**src/rtl/fll_reg_responder.sv**
```systemverilog
// ----------------------------------------------------------------------------
// fll_reg_responder
//
// Responder end of the FLL register bus. Terminates the four-phase req/ack
// handshake from the APB-side initiator, brings the asynchronous request into
// the FLL clock domain, and serves reads/writes on a small register file:
//   address 0               : STATUS  {meas_cnt, 14'b0, sticky_loss, lock}
//   address 1..NUM_REGS-1   : CONFIG  (read/write, reset to RST_VAL)
//   address >= NUM_REGS     : reads 0, writes ignored, still acknowledged
//
// Ports
//   clk_i        in   responder clock (only clock)
//   rst_i        in   synchronous active-high reset
//   fll_req_i    in   handshake request, asynchronous to clk_i
//   fll_web_i    in   0 = write, 1 = read (stable while req is high)
//   fll_addr_i   in   register address (stable while req is high)
//   fll_wdata_i  in   write data (stable while req is high)
//   fll_rdata_o  out  read data, valid while ack is high, held afterwards
//   fll_ack_o    out  handshake acknowledge
//   lock_i       in   FLL lock indication, synchronous to clk_i
//   meas_cnt_i   in   FLL measured cycle count, synchronous to clk_i
//   cfg_o        out  CONFIG n at bits [(n-1)*32 +: 32]
//   cfg_we_o     out  one-cycle write strobe, bit n-1 for CONFIG n
//
// Every output comes straight from a flop; the bus inputs only reach the
// outputs through the registered access edge.
// ----------------------------------------------------------------------------
module fll_reg_responder #(
    parameter int unsigned NUM_REGS = 4,
    parameter logic [31:0] RST_VAL  = 32'h0000_0000
) (
    input  logic                         clk_i,
    input  logic                         rst_i,

    input  logic                         fll_req_i,
    input  logic                         fll_web_i,
    input  logic [3:0]                   fll_addr_i,
    input  logic [31:0]                  fll_wdata_i,
    output logic [31:0]                  fll_rdata_o,
    output logic                         fll_ack_o,

    input  logic                         lock_i,
    input  logic [15:0]                  meas_cnt_i,

    output logic [(NUM_REGS-1)*32-1:0]   cfg_o,
    output logic [NUM_REGS-2:0]          cfg_we_o
);

    localparam int unsigned NUM_CFG = NUM_REGS - 1;
    localparam int unsigned CFG_W   = NUM_CFG * 32;

    // Handshake state: IDLE waits for a synchronized request, ACK holds the
    // acknowledge until the synchronized request has returned low.
    typedef enum logic {
        IDLE = 1'b0,
        ACK  = 1'b1
    } state_e;

    state_e                 state_q,       state_d;
    logic                   req_s0_q,      req_s0_d;
    logic                   req_s_q,       req_s_d;
    logic                   ack_q,         ack_d;
    logic [31:0]            rdata_q,       rdata_d;
    logic                   lock_q,        lock_d;
    logic                   sticky_loss_q, sticky_loss_d;
    logic [CFG_W-1:0]       cfg_q,         cfg_d;
    logic [NUM_CFG-1:0]     cfg_we_q,      cfg_we_d;

    logic                   sticky_clr;
    logic                   lock_fall;
    logic [31:0]            status_word;

    // STATUS reports the sticky bit as it stood before this edge, so a read
    // racing a lock loss still shows the older state and the next read the
    // new one.
    assign status_word = {meas_cnt_i, 14'd0, sticky_loss_q, lock_i};
    assign lock_fall   = lock_q & ~lock_i;

    // Next-state logic. The access happens only on the IDLE -> ACK transition,
    // which gives exactly one register operation per request pulse no matter
    // how long the initiator keeps req high.
    always_comb begin
        state_d    = state_q;
        req_s0_d   = fll_req_i;
        req_s_d    = req_s0_q;
        ack_d      = ack_q;
        rdata_d    = rdata_q;
        lock_d     = lock_i;
        cfg_d      = cfg_q;
        cfg_we_d   = '0;
        sticky_clr = 1'b0;

        case (state_q)
            IDLE: begin
                if (req_s_q) begin
                    ack_d   = 1'b1;
                    state_d = ACK;
                    if (!fll_web_i) begin
                        // Writing STATUS only ever clears the sticky flag,
                        // and only when bit 1 is set; other bits are ignored.
                        if (fll_addr_i == 4'd0) begin
                            sticky_clr = fll_wdata_i[1];
                        end
                        for (int n = 1; n < int'(NUM_REGS); n++) begin
                            if (fll_addr_i == 4'(n)) begin
                                cfg_d[(n-1)*32 +: 32] = fll_wdata_i;
                                cfg_we_d[n-1]         = 1'b1;
                            end
                        end
                    end else begin
                        // Unmapped addresses fall through to zero.
                        rdata_d = 32'h0000_0000;
                        if (fll_addr_i == 4'd0) begin
                            rdata_d = status_word;
                        end
                        for (int n = 1; n < int'(NUM_REGS); n++) begin
                            if (fll_addr_i == 4'(n)) begin
                                rdata_d = cfg_q[(n-1)*32 +: 32];
                            end
                        end
                    end
                end
            end
            ACK: begin
                if (!req_s_q) begin
                    ack_d   = 1'b0;
                    state_d = IDLE;
                end
            end
            default: begin
                ack_d   = 1'b0;
                state_d = IDLE;
            end
        endcase

        // A lock loss on the same edge as a clear must not be lost.
        if (lock_fall) begin
            sticky_loss_d = 1'b1;
        end else if (sticky_clr) begin
            sticky_loss_d = 1'b0;
        end else begin
            sticky_loss_d = sticky_loss_q;
        end
    end

    // State registers. Reset also clears the synchronizer so a request that
    // is still high when reset releases is treated as a fresh access.
    always_ff @(posedge clk_i) begin
        if (rst_i) begin
            state_q       <= IDLE;
            req_s0_q      <= 1'b0;
            req_s_q       <= 1'b0;
            ack_q         <= 1'b0;
            rdata_q       <= 32'h0000_0000;
            lock_q        <= 1'b0;
            sticky_loss_q <= 1'b0;
            cfg_q         <= {NUM_CFG{RST_VAL}};
            cfg_we_q      <= '0;
        end else begin
            state_q       <= state_d;
            req_s0_q      <= req_s0_d;
            req_s_q       <= req_s_d;
            ack_q         <= ack_d;
            rdata_q       <= rdata_d;
            lock_q        <= lock_d;
            sticky_loss_q <= sticky_loss_d;
            cfg_q         <= cfg_d;
            cfg_we_q      <= cfg_we_d;
        end
    end

    assign fll_ack_o   = ack_q;
    assign fll_rdata_o = rdata_q;
    assign cfg_o       = cfg_q;
    assign cfg_we_o    = cfg_we_q;

endmodule

```
**config.mk**
```make
export PLATFORM = sky130hd
export DESIGN_NAME = fll_reg_responder
export DESIGN_NICKNAME = d
export VERILOG_FILES = /design/src/rtl/fll_reg_responder.sv
export SDC_FILE = /design/constraint.sdc
export NUM_CORES = 1
export LEC_CHECK = 0
export CAP_MARGIN = 20
export CORE_MARGIN = 2
export CORE_UTILIZATION = 51
export CTS_CLUSTER_DIAMETER = 150
export DETAILED_ROUTE_END_ITERATION = 8
export GPL_TIMING_DRIVEN = 0
export PLACE_DENSITY = 0.86
export SLEW_MARGIN = 20
export SYNTH_ARGS = -nofsm -noshare
export SYNTH_HDL_FRONTEND = slang
export SYNTH_SLANG_ARGS = --single-unit
```
**constraint.sdc**
```tcl
create_clock -name clk_i -period 2.4 [get_ports clk_i]
set_input_delay 0.36 -clock clk_i [delete_from_list [all_inputs] [get_ports clk_i]]
set_output_delay 0.36 -clock clk_i [all_outputs]
set_load 0.005 [all_outputs]
```
==> impl_metrics.csv, run 1 <==
group,metric,value,unit
timing,report.final.setup_viol,0,
critical_path,cp_data_arrival_time,2.41,ns
synth,ys_types,36,
detailed_routing,drtPass1Iterations,6,
floorplan,design.portCount,189,
placement,gp_congestion,0.882,
clocking,clk_latency,0.42,ns
detailed_routing,drt_drc_violations_left,0,
finish,layout.cells.most_common,"sky130_fd_sc_hd__clkdlybuf4s50_1",
synth,library_cell_occupying_the_most_area_in_the_post_synthesis_netlist,"sky130_fd_sc_hd__dfxtp_1",
timing,slew-limit-headroom,0.527,
floorplan,chipWidth,113,microns
grt,grt_max_degree,17,
timing,final-hold-violation-count,0,
finish,layout.nets,946,
grt,antenna_found_initial,0,
clocking,number_of_buffers_inserted_to_repair_setup_after_cts,0,
timing,timing.hold.ws,0.426,ns
placement,hpwl,15200,microns
synth,syn_inst,685,
hold_path,worstHoldPathCells,3,
critical_path,highest_fanout_seen_on_the_critical_path,10,
hold_path,min-delay-start,"fll_addr_i[2]",
clocking,buffer_type_at_the_clock_tree_root,"sky130_fd_sc_hd__clkbuf_16",
clocking,cts-hold-fix-buffers,0,
clocking,cts_inserted_buffers,17,
finish,multi_input_area,0.00301,sq mm
finish,area.sequential,0.00274,sq mm
detailed_routing,route.final.wire_length,22000,microns
run,maxCapViolations,0,
clocking,post_cts_resize_count,0,
synth,yosys_most_used_dff,"sky130_fd_sc_hd__dfxtp_1",
hold_path,min_path_type,"in -> reg",
timing,tightest_slew,0.710,ns
floorplan,initial_standard_cell_utilization_of_the_core,0.528,
clocking,clock_tree_from_tritoncts,"yes",
timing,rsz0062_at_grt,"false",
critical_path,worst-setup-path-type,"in -> reg",
clocking,h-tree-depth,4,
detailed_routing,drt-initial-drc-count,735,
timing,final.period_utilization,0.890,
synth,ys_seq_elements,137,
detailed_routing,route.antenna.remaining_nets,0,
power_and_ir_drop,p_int,0.00413,W
power_and_ir_drop,static_leak,3.00,nW
finish,utilization,0.755,
grt,grt_remaining_overflow,0,
synth,synth.net_count,742,
power_and_ir_drop,power.switching_fraction,0.234,
power_and_ir_drop,p_per_area,617,mW/mm^2
detailed_routing,route.detailed.vias_per_inst,6.25,
timing,final_period_minus_worst_setup_slack,2.13,ns
placement,port_buffers,185,
finish,final_layout_size_suffix_gt1_frac,0.0721,
timing,max_freq,468,MHz
synth,synth_area,0.00610,sq mm
status,outcome,"complete, no violations",
power_and_ir_drop,p_seq_frac,0.426,
floorplan,std_cell_rows,39,
synth,number_of_synthesized_flops_with_an_enable_pin,0,
grt,number_of_global_route_vias_before_repair,6544,
power_and_ir_drop,ir_drop,447,uV
critical_path,reg2reg_from,"req_s_q",
grt,track_usage,0.338,
synth,synth-async-reset-ratio,0,
power_and_ir_drop,power.share.clock,0.494,
critical_path,crit_path_start,"rst_i",
synth,ys_top_cells_by_area,"sky130_fd_sc_hd__dfxtp_1 45%, sky130_fd_sc_hd__mux2i_1 8.2%, sky130_fd_sc_hd__nand2b_1 8.2%",
timing,setup_total_negative_slack,0,ns
finish,n_fill_cell,796,
power_and_ir_drop,comb_power_share,0.080,
synth,post-synth-top-area-fraction,0.449,
floorplan,die_y,113,microns
floorplan,core_area,0.0116,sq mm
synth,seq_area_frac_synth,0.449,
timing,timing.final.max_slew_violations,0,
synth,post_synth.cell_area_avg,8.91,sq um
critical_path,critical_path_required,2.68,ns
critical_path,critPathCaptureType,"register",
critical_path,worst_setup_path_start_kind,"input pin",
timing,clock_skew,0.00621,ns
clocking,maximum_root_to_sink_buffer_count,2,
floorplan,die-area,0.0129,sq mm
finish,syn_to_final_growth,43.0,%
power_and_ir_drop,net-switching-power,0.00126,W
synth,yosys_warnings,0,
detailed_routing,detail_route.wl_per_cell,21.1,microns
grt,grt_first_pass_wirelength,33800,microns
detailed_routing,dr_total_vias,6529,
critical_path,reg2reg_depth,6,
clocking,cts.reportedPaths.clkPinSlew,0.06,ns
finish,antenna_cells,0,
finish,layout_common_cells,"185 x sky130_fd_sc_hd__clkdlybuf4s50_1, 137 x sky130_fd_sc_hd__dfxtp_1, 80 x sky130_fd_sc_hd__a21oi_1, 80 x sky130_fd_sc_hd__nand2b_1, 65 x sky130_fd_sc_hd__nand3_1",
clocking,clock-sinks,137,
[critical path: stages]
cell	delay, ns
sky130_fd_sc_hd__clkdlybuf4s50_1	0.62
sky130_fd_sc_hd__clkbuf_1	0.41
sky130_fd_sc_hd__clkbuf_1	0.43
sky130_fd_sc_hd__clkbuf_1	0.47
sky130_fd_sc_hd__a21oi_1	0.12
[synth_stat cells (all sizes together), types with 2 or more instances]
library cell / n
a211o: 16
a21oi: 80
a32o: 30
and3b: 2
buf: 31
clkbuf: 40
dfxtp: 137
mux2i: 50
nand2: 17
nand2b: 80
nand3: 65
nor2: 31
nor2b: 20
nor3: 2
nor3b: 4
nor4b: 2
o21ai: 67
or3b: 2
[routing by layer]
| metal | vias up | track usage | wire [microns] |
|---|---|---|---|
| met5 | - | 0 | 0 |
| met4 | 0 | 0.195 | 1070 |
| met3 | 112 | 0.0696 | 2160 |
| met2 | 461 | 0.566 | 10700 |
| met1 | 3107 | 0.405 | 8060 |
| li1 | 2849 | - | - |
[kinds of logic (layout without fill, tap and decap cells)]
family	Yosys count	count (layout)	synth area share
buffers and inverters	72	289	0.0584
AOI/OAI and AO/OA	196	196	0.197
DFF	137	137	0.449
muxes	51	51	0.0838
and+or+nand+nor	229	229	0.212
[sequential cells by signal (all words and copies together), names as in the netlist]
register       count
cfg_o             96
fll_rdata_o       32
cfg_we_o           3
fll_ack_o          1
lock_q             1
req_s0_q           1
req_s_q            1
state_q            1
sticky_loss_q      1
[power by group through the flow]
| stage | registers, W | logic [W] | clock network [W] |
|---|---|---|---|
| final | 0.00229 | 0.000433 | 0.00266 |
| after CTS | 0.00229 | 0.000420 | 0.00265 |
| after global routing | 0.00229 | 0.000454 | 0.00276 |
| after detailed placement | 0.00234 | 0.000413 | 0 |
| after global placement | 0.00234 | 0.000402 | 0 |
| after floorplan | 0.00234 | 0.000203 | 0 |
[area by class of cell]
cell class | count | area share
Multi-Input combinational cell | 476 | 0.344
Sequential cell | 137 | 0.314
Timing Repair Buffer | 185 | 0.212
Clock buffer | 20 | 0.0512
Buffer | 71 | 0.0404
Tap cell | 143 | 0.0205
Clock inverter | 12 | 0.0172
Inverter | 1 | 0.000430
[path summary, 6_finish.rpt]
kind,endpoint,slack (ns)
hold / removal,sticky_loss_q,0.43
setup / recovery,cfg_o[69],0.27
hold reg to reg,req_s_q,0.44
setup reg to reg,cfg_o[75],0.58
[stage by stage]
step / area [sq um] / setup slack (ns) / instances / power (W)
4_1_cts: 8730 / 0.326 / 1045 / 0.00536
3_3_place_gp: 8140 / -0.00832 / 1013 / 0.00275
3_5_place_dp: 8140 / -0.105 / 1013 / 0.00276
6_report: 8730 / 0.265 / 1045 / 0.00539
5_1_grt: 8730 / 0.202 / 1045 / 0.00551
2_1_floorplan: 6100 / 0.816 / 685 / 0.00255
No activity file was read; power rests on OpenSTA's default activity.
==> run 2, diff against run 1 <==
--- a/config.mk
+++ b/config.mk
@@ -5,13 +5,14 @@
 export SDC_FILE = /design/constraint.sdc
 export NUM_CORES = 1
 export LEC_CHECK = 0
+export ABC_AREA = 1
 export CAP_MARGIN = 20
 export CORE_MARGIN = 2
-export CORE_UTILIZATION = 51
+export CORE_UTILIZATION = 49
 export CTS_CLUSTER_DIAMETER = 150
 export DETAILED_ROUTE_END_ITERATION = 8
 export GPL_TIMING_DRIVEN = 0
-export PLACE_DENSITY = 0.86
+export PLACE_DENSITY = 0.85
 export SLEW_MARGIN = 20
 export SYNTH_ARGS = -nofsm -noshare
 export SYNTH_HDL_FRONTEND = slang
==> run 2 against run 1 <==
Compared with the run above:
- sequential cell count unchanged
- power fell by 4.6%
- non-clock buffer count fell by 17
==> impl_metrics.csv, run 2 <==
group,metric,value,unit
status,outcome,"complete, no violations",
synth,synth-async-reset-ratio,0,
grt,number_of_global_route_vias_before_repair,5728,
clocking,cts_inserted_buffers,17,
synth,library_cell_occupying_the_most_area_in_the_post_synthesis_netlist,"sky130_fd_sc_hd__dfxtp_1",
finish,layout_common_cells,"194 x sky130_fd_sc_hd__nor2_1, 187 x sky130_fd_sc_hd__clkdlybuf4s50_1, 137 x sky130_fd_sc_hd__dfxtp_1, 135 x sky130_fd_sc_hd__o21ai_0, 80 x sky130_fd_sc_hd__nand2_1",
timing,max_freq,506,MHz
critical_path,cp_slowest_stage_delay,0.64,ns
critical_path,worst-setup-path-type,"in -> reg",
timing,tightest_slew,0.572,ns
power_and_ir_drop,p_int,0.00391,W
critical_path,reg2reg_from,"state_q",
detailed_routing,route.detailed.vias_per_inst,5.52,
finish,final_layout_size_suffix_gt1_frac,0.0659,
synth,synth_area,0.00556,sq mm
critical_path,critical_path.slowest_cell,"sky130_fd_sc_hd__clkdlybuf4s50_1",
synth,yosys_most_used_dff,"sky130_fd_sc_hd__dfxtp_1",
finish,largest_register_ff_count,96,
timing,setup_total_negative_slack,0,ns
floorplan,design.portCount,189,
synth,seq_area_frac_synth,0.493,
timing,report.final.setup_viol,0,
synth,syn_inst,768,
synth,number_of_synthesized_flops_with_an_enable_pin,0,
finish,layout.cells.most_common,"sky130_fd_sc_hd__nor2_1",
detailed_routing,drtPass1Iterations,6,
floorplan,std_cell_rows,38,
floorplan,die_y,111,microns
power_and_ir_drop,static_leak,3.11,nW
floorplan,die-area,0.0122,sq mm
grt,track_usage,0.313,
placement,port_buffers,187,
synth,ys_top_cells_by_area,"sky130_fd_sc_hd__dfxtp_1 49%, sky130_fd_sc_hd__nor2_1 13%, sky130_fd_sc_hd__o21ai_0 12%",
detailed_routing,detail_route.wl_per_cell,17.5,microns
critical_path,worst_setup_path_endpoint,"cfg_o[19]",
critical_path,critPathCaptureType,"register",
clocking,cts.reportedPaths.clkPinSlew,0.06,ns
finish,layout.nets,1031,
clocking,number_of_buffers_inserted_to_repair_setup_after_cts,0,
synth,ys_types,22,
timing,rsz0062_at_grt,"false",
critical_path,worst_setup_path_start_kind,"input pin",
grt,grt_first_pass_wirelength,30400,microns
critical_path,worst-r2r-setup-slack,0.56,ns
power_and_ir_drop,comb_power_share,0.066,
synth,synth.net_count,825,
clocking,buffer_type_at_the_clock_tree_root,"sky130_fd_sc_hd__clkbuf_16",
power_and_ir_drop,power.share.clock,0.484,
power_and_ir_drop,p_seq_frac,0.449,
timing,timing.hold.ws,0.368,ns
grt,grt_remaining_overflow,0,
clocking,clock_tree_from_tritoncts,"yes",
grt,antenna_found_initial,1,
clocking,clock-sinks,137,
synth,post-synth-top-count-cell,"sky130_fd_sc_hd__nor2_1",
hold_path,min_path_type,"in -> reg",
floorplan,initial_standard_cell_utilization_of_the_core,0.508,
timing,clock_skew,0.00981,ns
timing,final-hold-violation-count,0,
timing,final.period_utilization,0.824,
clocking,h-tree-depth,4,
clocking,maximum_root_to_sink_buffer_count,2,
critical_path,critical_path.reg2reg.endpoint,"cfg_o[74]",
placement,gp_congestion,0.927,
clocking,post_cts_resize_count,0,
timing,final_period_minus_worst_setup_slack,1.98,ns
critical_path,critical_path_required,2.70,ns
timing,timing.final.max_slew_violations,0,
detailed_routing,route.final.wire_length,19700,microns
power_and_ir_drop,ir_drop,389,uV
critical_path,cp_data_arrival_time,2.27,ns
grt,grt_max_degree,17,
power_and_ir_drop,net-switching-power,0.00123,W
run,maxCapViolations,0,
timing,slew-limit-headroom,0.619,
detailed_routing,route.antenna.remaining_nets,0,
synth,ys_seq_elements,137,
critical_path,worstPathCellList,"clkdlybuf4s50_1, nand2_1, nor2_2, nand2_1, clkbuf_1, o21ai_0, nor2_1",
placement,hpwl,14000,microns
synth,post-synth-top-area-fraction,0.493,
detailed_routing,dr_total_vias,6227,
critical_path,crit_top_cell,"sky130_fd_sc_hd__nand2_1",
synth,yosys_warnings,0,
finish,syn_to_final_growth,47.0,%
power_and_ir_drop,p_per_area,629,mW/mm^2
detailed_routing,drt_drc_violations_left,0,
synth,post_synth.cell_area_avg,7.24,sq um
synth,synth.cells.most_frequent,"194 x sky130_fd_sc_hd__nor2_1, 137 x sky130_fd_sc_hd__dfxtp_1, 135 x sky130_fd_sc_hd__o21ai_0, 80 x sky130_fd_sc_hd__nand2_1, 64 x sky130_fd_sc_hd__a21oi_1",
detailed_routing,drt-initial-drc-count,635,
critical_path,crit_path_start,"fll_addr_i[0]",
clocking,cts-hold-fix-buffers,0,
clocking,clk_latency,0.42,ns
critical_path,highest_fanout_seen_on_the_critical_path,10,
floorplan,chipWidth,111,microns
critical_path,reg2reg_depth,9,
power_and_ir_drop,power.switching_fraction,0.239,
floorplan,core_area,0.0109,sq mm
## run 2: cell families (layout without fill, tap and decap cells)
kind of cell    after synthesis  count (layout)  synth area share
buf+inv                     100             319            0.0824
simple gates                327             327             0.240
compound gates              204             204             0.185
other cells                   0               1                 0
flops                       137             137             0.493
## run 2: final cells by class
| type | count | area [sq um] |
|---|---|---|
| multi-input combinational | 531 | 2360 |
| antenna | 1 | 2.50 |
| inverter | 48 | 180 |
| clock inverter | 13 | 119 |
| sequential | 137 | 2740 |
| fill | 837 | 2760 |
| buffer | 52 | 278 |
| timing repair buffer | 187 | 1870 |
| clock buffer | 19 | 443 |
| tap | 140 | 175 |
## run 2: power groups by stage
stage               combinational, W  sequential (W)  clock [W]
floorplan                   0.000128         0.00236          0
global placement            0.000326         0.00236          0
detailed placement          0.000329         0.00236          0
CTS                         0.000334         0.00231    0.00249
global route                0.000366         0.00231    0.00259
finish                      0.000341         0.00231    0.00249
## run 2: worst min path at each step
stage	end	startpoint	cells past startpoint	slack, ns
5_1_grt	fll_rdata_o[0]	rst_i	2	0.38
6_report	fll_rdata_o[30]	rst_i	2	0.37
2_1_floorplan	req_s_q	req_s0_q	2	0.39
3_3_place_gp	req_s_q	req_s0_q	2	0.40
4_1_cts	fll_rdata_o[30]	rst_i	2	0.36
3_5_place_dp	req_s_q	req_s0_q	2	0.40
## run 2: through the flow
| step | instance area, sq um | total power, W | utilization | instances | worst slack, ns |
|---|---|---|---|---|---|
| after floorplan | 5560 | 0.00249 | - | 768 | 1.05 |
| after global placement | 7610 | 0.00268 | 0.696 | 1095 | 0.155 |
| after detailed placement | 7610 | 0.00269 | 0.696 | 1095 | 0.0845 |
| after CTS | 8170 | 0.00513 | 0.747 | 1127 | 0.465 |
| after global routing | 8170 | 0.00527 | 0.747 | 1128 | 0.319 |
| final | 8170 | 0.00514 | 0.747 | 1128 | 0.423 |
## run 2: routing by layer
layer	up-vias	share of wire	track usage
li1	2898	-	-
met3	60	0.11	0.0763
met5	-	0	0
met1	2868	0.40	0.412
met2	401	0.46	0.497
met4	0	0.035	0.123
## run 2: worst max-delay path: cells and delay by family
| family | cells | cell delay (ns) |
|---|---|---|
| compound gates | 1 | 0.27 |
| simple gates | 4 | 0.69 |
| buf+inv | 2 | 0.96 |
==> RTL change: new RTL, config.mk and constraints of run 1 <==
`NUM_REGS`: 4 -> 6.
--- a/src/rtl/fll_reg_responder.sv
+++ b/src/rtl/fll_reg_responder.sv
@@ -26,7 +26,7 @@
 // outputs through the registered access edge.
 // ----------------------------------------------------------------------------
 module fll_reg_responder #(
-    parameter int unsigned NUM_REGS = 4,
+    parameter int unsigned NUM_REGS = 6,
     parameter logic [31:0] RST_VAL  = 32'h0000_0000
 ) (
     input  logic                         clk_i,
Ports: changed (resized cfg_o and cfg_we_o); port bits go from 189 to 255. No check against the original RTL was run, so the function may have changed too.
==> RTL change against run 1 <==
  * Setup slack worse by 0.20 ns
  * Routed wire length rose by 57%
  * Clock skew is 0.0050 ns higher
  * Final area is 37% higher
  * Cell count rose by 54%
  * Utilization fell by 0.64 points
  * Sequential share of layout area increased by 2.6 points
  * Area after synthesis grew 37%
  * Global-route usage grew 3.9 points
  * Maximum frequency down 8.6%
  * Sequential cell count grew 66
  * Power up 39%
==> RTL change: results (changes against run 1) <==
* Post-DP HPWL at 23580 um (+56%)
* Total Routed Length at 34500 um (+57%)
* DRT iter0 DRCs at 1269 (+73%)
* Worst path max stage delay at 0.53 ns (-0.09 ns)
* Seq/Total Area, Yosys at 48.52% (+3.6 points)
* Yosys warns at 0 (unchanged)
* Worst-path maximum fanout at 10 (unchanged)
* IO buf count at 252 (+36%)
* Status: finished, final reports clean
* DRC at 0 (unchanged)
* Layout cell share with drive strength beyond 1 at 6.106% (-1.1 points)
* Synth top cells by count: 371 x nand2_1, 203 x dfxtp_1, 183 x a21oi_1
* Flip-flop count of the largest register after layout at 160 (+67%)
* Synth top area cells: dfxtp_1 49%, nand2_1 17%, a21oi_1 11%
* Pre-CTS setup slack at -0.5933 ns (-0.4882 ns)
* Initial antenna violation count at 2 (+2)
* NumNets Final at 1435 (+52%)
* H-tree levels at 1 (-3)
* Vias in the first global route at 9208 (+41%)
* Root Driver: clkbuf_16
* GRT Util Overall at 37.79% (+3.9 points)
* CTS Buf Count at 21 (+4)
* CP delay by family, top: buffers and inverters
* Clock slew at reported path FFs at 0.06 ns (about the same)
* Slowest library cell on the worst path: clkdlybuf4s50_1
* Fillers at 1169 (+47%)
* Asr flop ratio synth at 0% (unchanged)
* Worst min path class: in -> reg
* Post-synth top area share at 48.52% (+3.6 points)
* First-pass GRT wire length at 51690 um (+53%)
* Max IR drop VDD at 0.5580 mV (+25%)
* WP data arrival at 2.72 ns (+0.31 ns)
* Final GP Congestion at 0.9677 (+9.7%)
* Distinct cells, synth at 38 (+5.6%)
* Syn nets at 1160 (+56%)
* Largest net degree at the start of global routing at 15 (-2)
* CTS max path bufs at 3 (+1)
* Clk_skew at 0.01125 ns (+0.005036 ns)
* Leak pwr at 4.021 nW (+34%)
* Clock latency on the worst-skew pair at 0.50 ns (+0.08 ns)
* Vias/cell at 6.083 (-2.6%)
* Tightest Pin Transition at 1.092 ns (+0.3817 ns)
* Total iterations of the first detailed-routing run at 7 (+1)
[RTL change: worst paths after layout]
kind                  startpoint  slack [ns]              end  depth (start not counted)
hold reg to reg   fll_rdata_o[6]        0.44   fll_rdata_o[6]                          2
setup / recovery   fll_addr_i[2]        0.07  fll_rdata_o[13]                          7
hold / removal     fll_addr_i[0]        0.41        cfg_o[82]                          5
setup reg to reg         req_s_q        0.13  fll_rdata_o[28]                          4
[RTL change: final cells by class]
class                      count  area, um^2  area share [%]
sequential                   203        4064           34.05
multi-input combinational    798        3851           32.26
timing repair buffer         252        2522           21.13
clock buffer                  30       619.3           5.189
buffer                        90       424.2           3.553
tap                          216       270.3           2.264
clock inverter                 7       135.1           1.132
inverter                      12       45.04          0.3774
antenna                        2       5.005         0.04193
[RTL change: worst reg2reg max path, cell delays in order, from the launching register on]
cell       delay, ns
dfxtp_1         0.44
nand3b_1        0.56
clkbuf_1        0.49
a2111oi_0       0.54
nor3_1          0.09
[RTL change: where the power goes]
| group | total [mW] | leakage, nW | switching, mW | internal [mW] |
|---|---|---|---|---|
| Clock | 3.58 | 0.374 | 1.36 | 2.22 |
| Sequential | 3.41 | 1.64 | 0.0162 | 3.39 |
| Combinational | 0.516 | 2.01 | 0.327 | 0.189 |
| Total | 7.50 | 4.02 | 1.70 | 5.80 |
[RTL change: logic make-up after synthesis]
logic type,synth area share (%)
buf+inv,5.572
simple gates,25.35
compound gates,18.15
flops,48.52
mux,2.405
[RTL change: through the flow]
step / cells / util, % / area (um^2)
2_1_floorplan: 1103 / - / 8376
6_report: 1610 / 74.87 / 11940
3_3_place_gp: 1571 / 70.05 / 11170
4_1_cts: 1608 / 74.82 / 11930
5_1_grt: 1610 / 74.87 / 11940
3_5_place_dp: 1571 / 70.05 / 11170
[RTL change: per-layer routing]
| metal | global-route usage (%) | share of wire (%) | vias up |
|---|---|---|---|
| met4 | 21.50 | 5.4 | 0 |
| met3 | 9.150 | 14 | 164 |
| met5 | 0 | 0 | - |
| li1 | - | - | 4253 |
| met2 | 59.78 | 45 | 859 |
| met1 | 47.27 | 36 | 4517 |
[RTL change: what timing repair did]
| action | in CTS | in global routing |
|---|---|---|
| gates cloned | 0 | 0 |
| endpoints found under the hold margin | 0 | 0 |
| gates resized for setup | 1 | 5 |
| setup buffers | 0 | 0 |
| setup endpoints to repair | 9 | 13 |
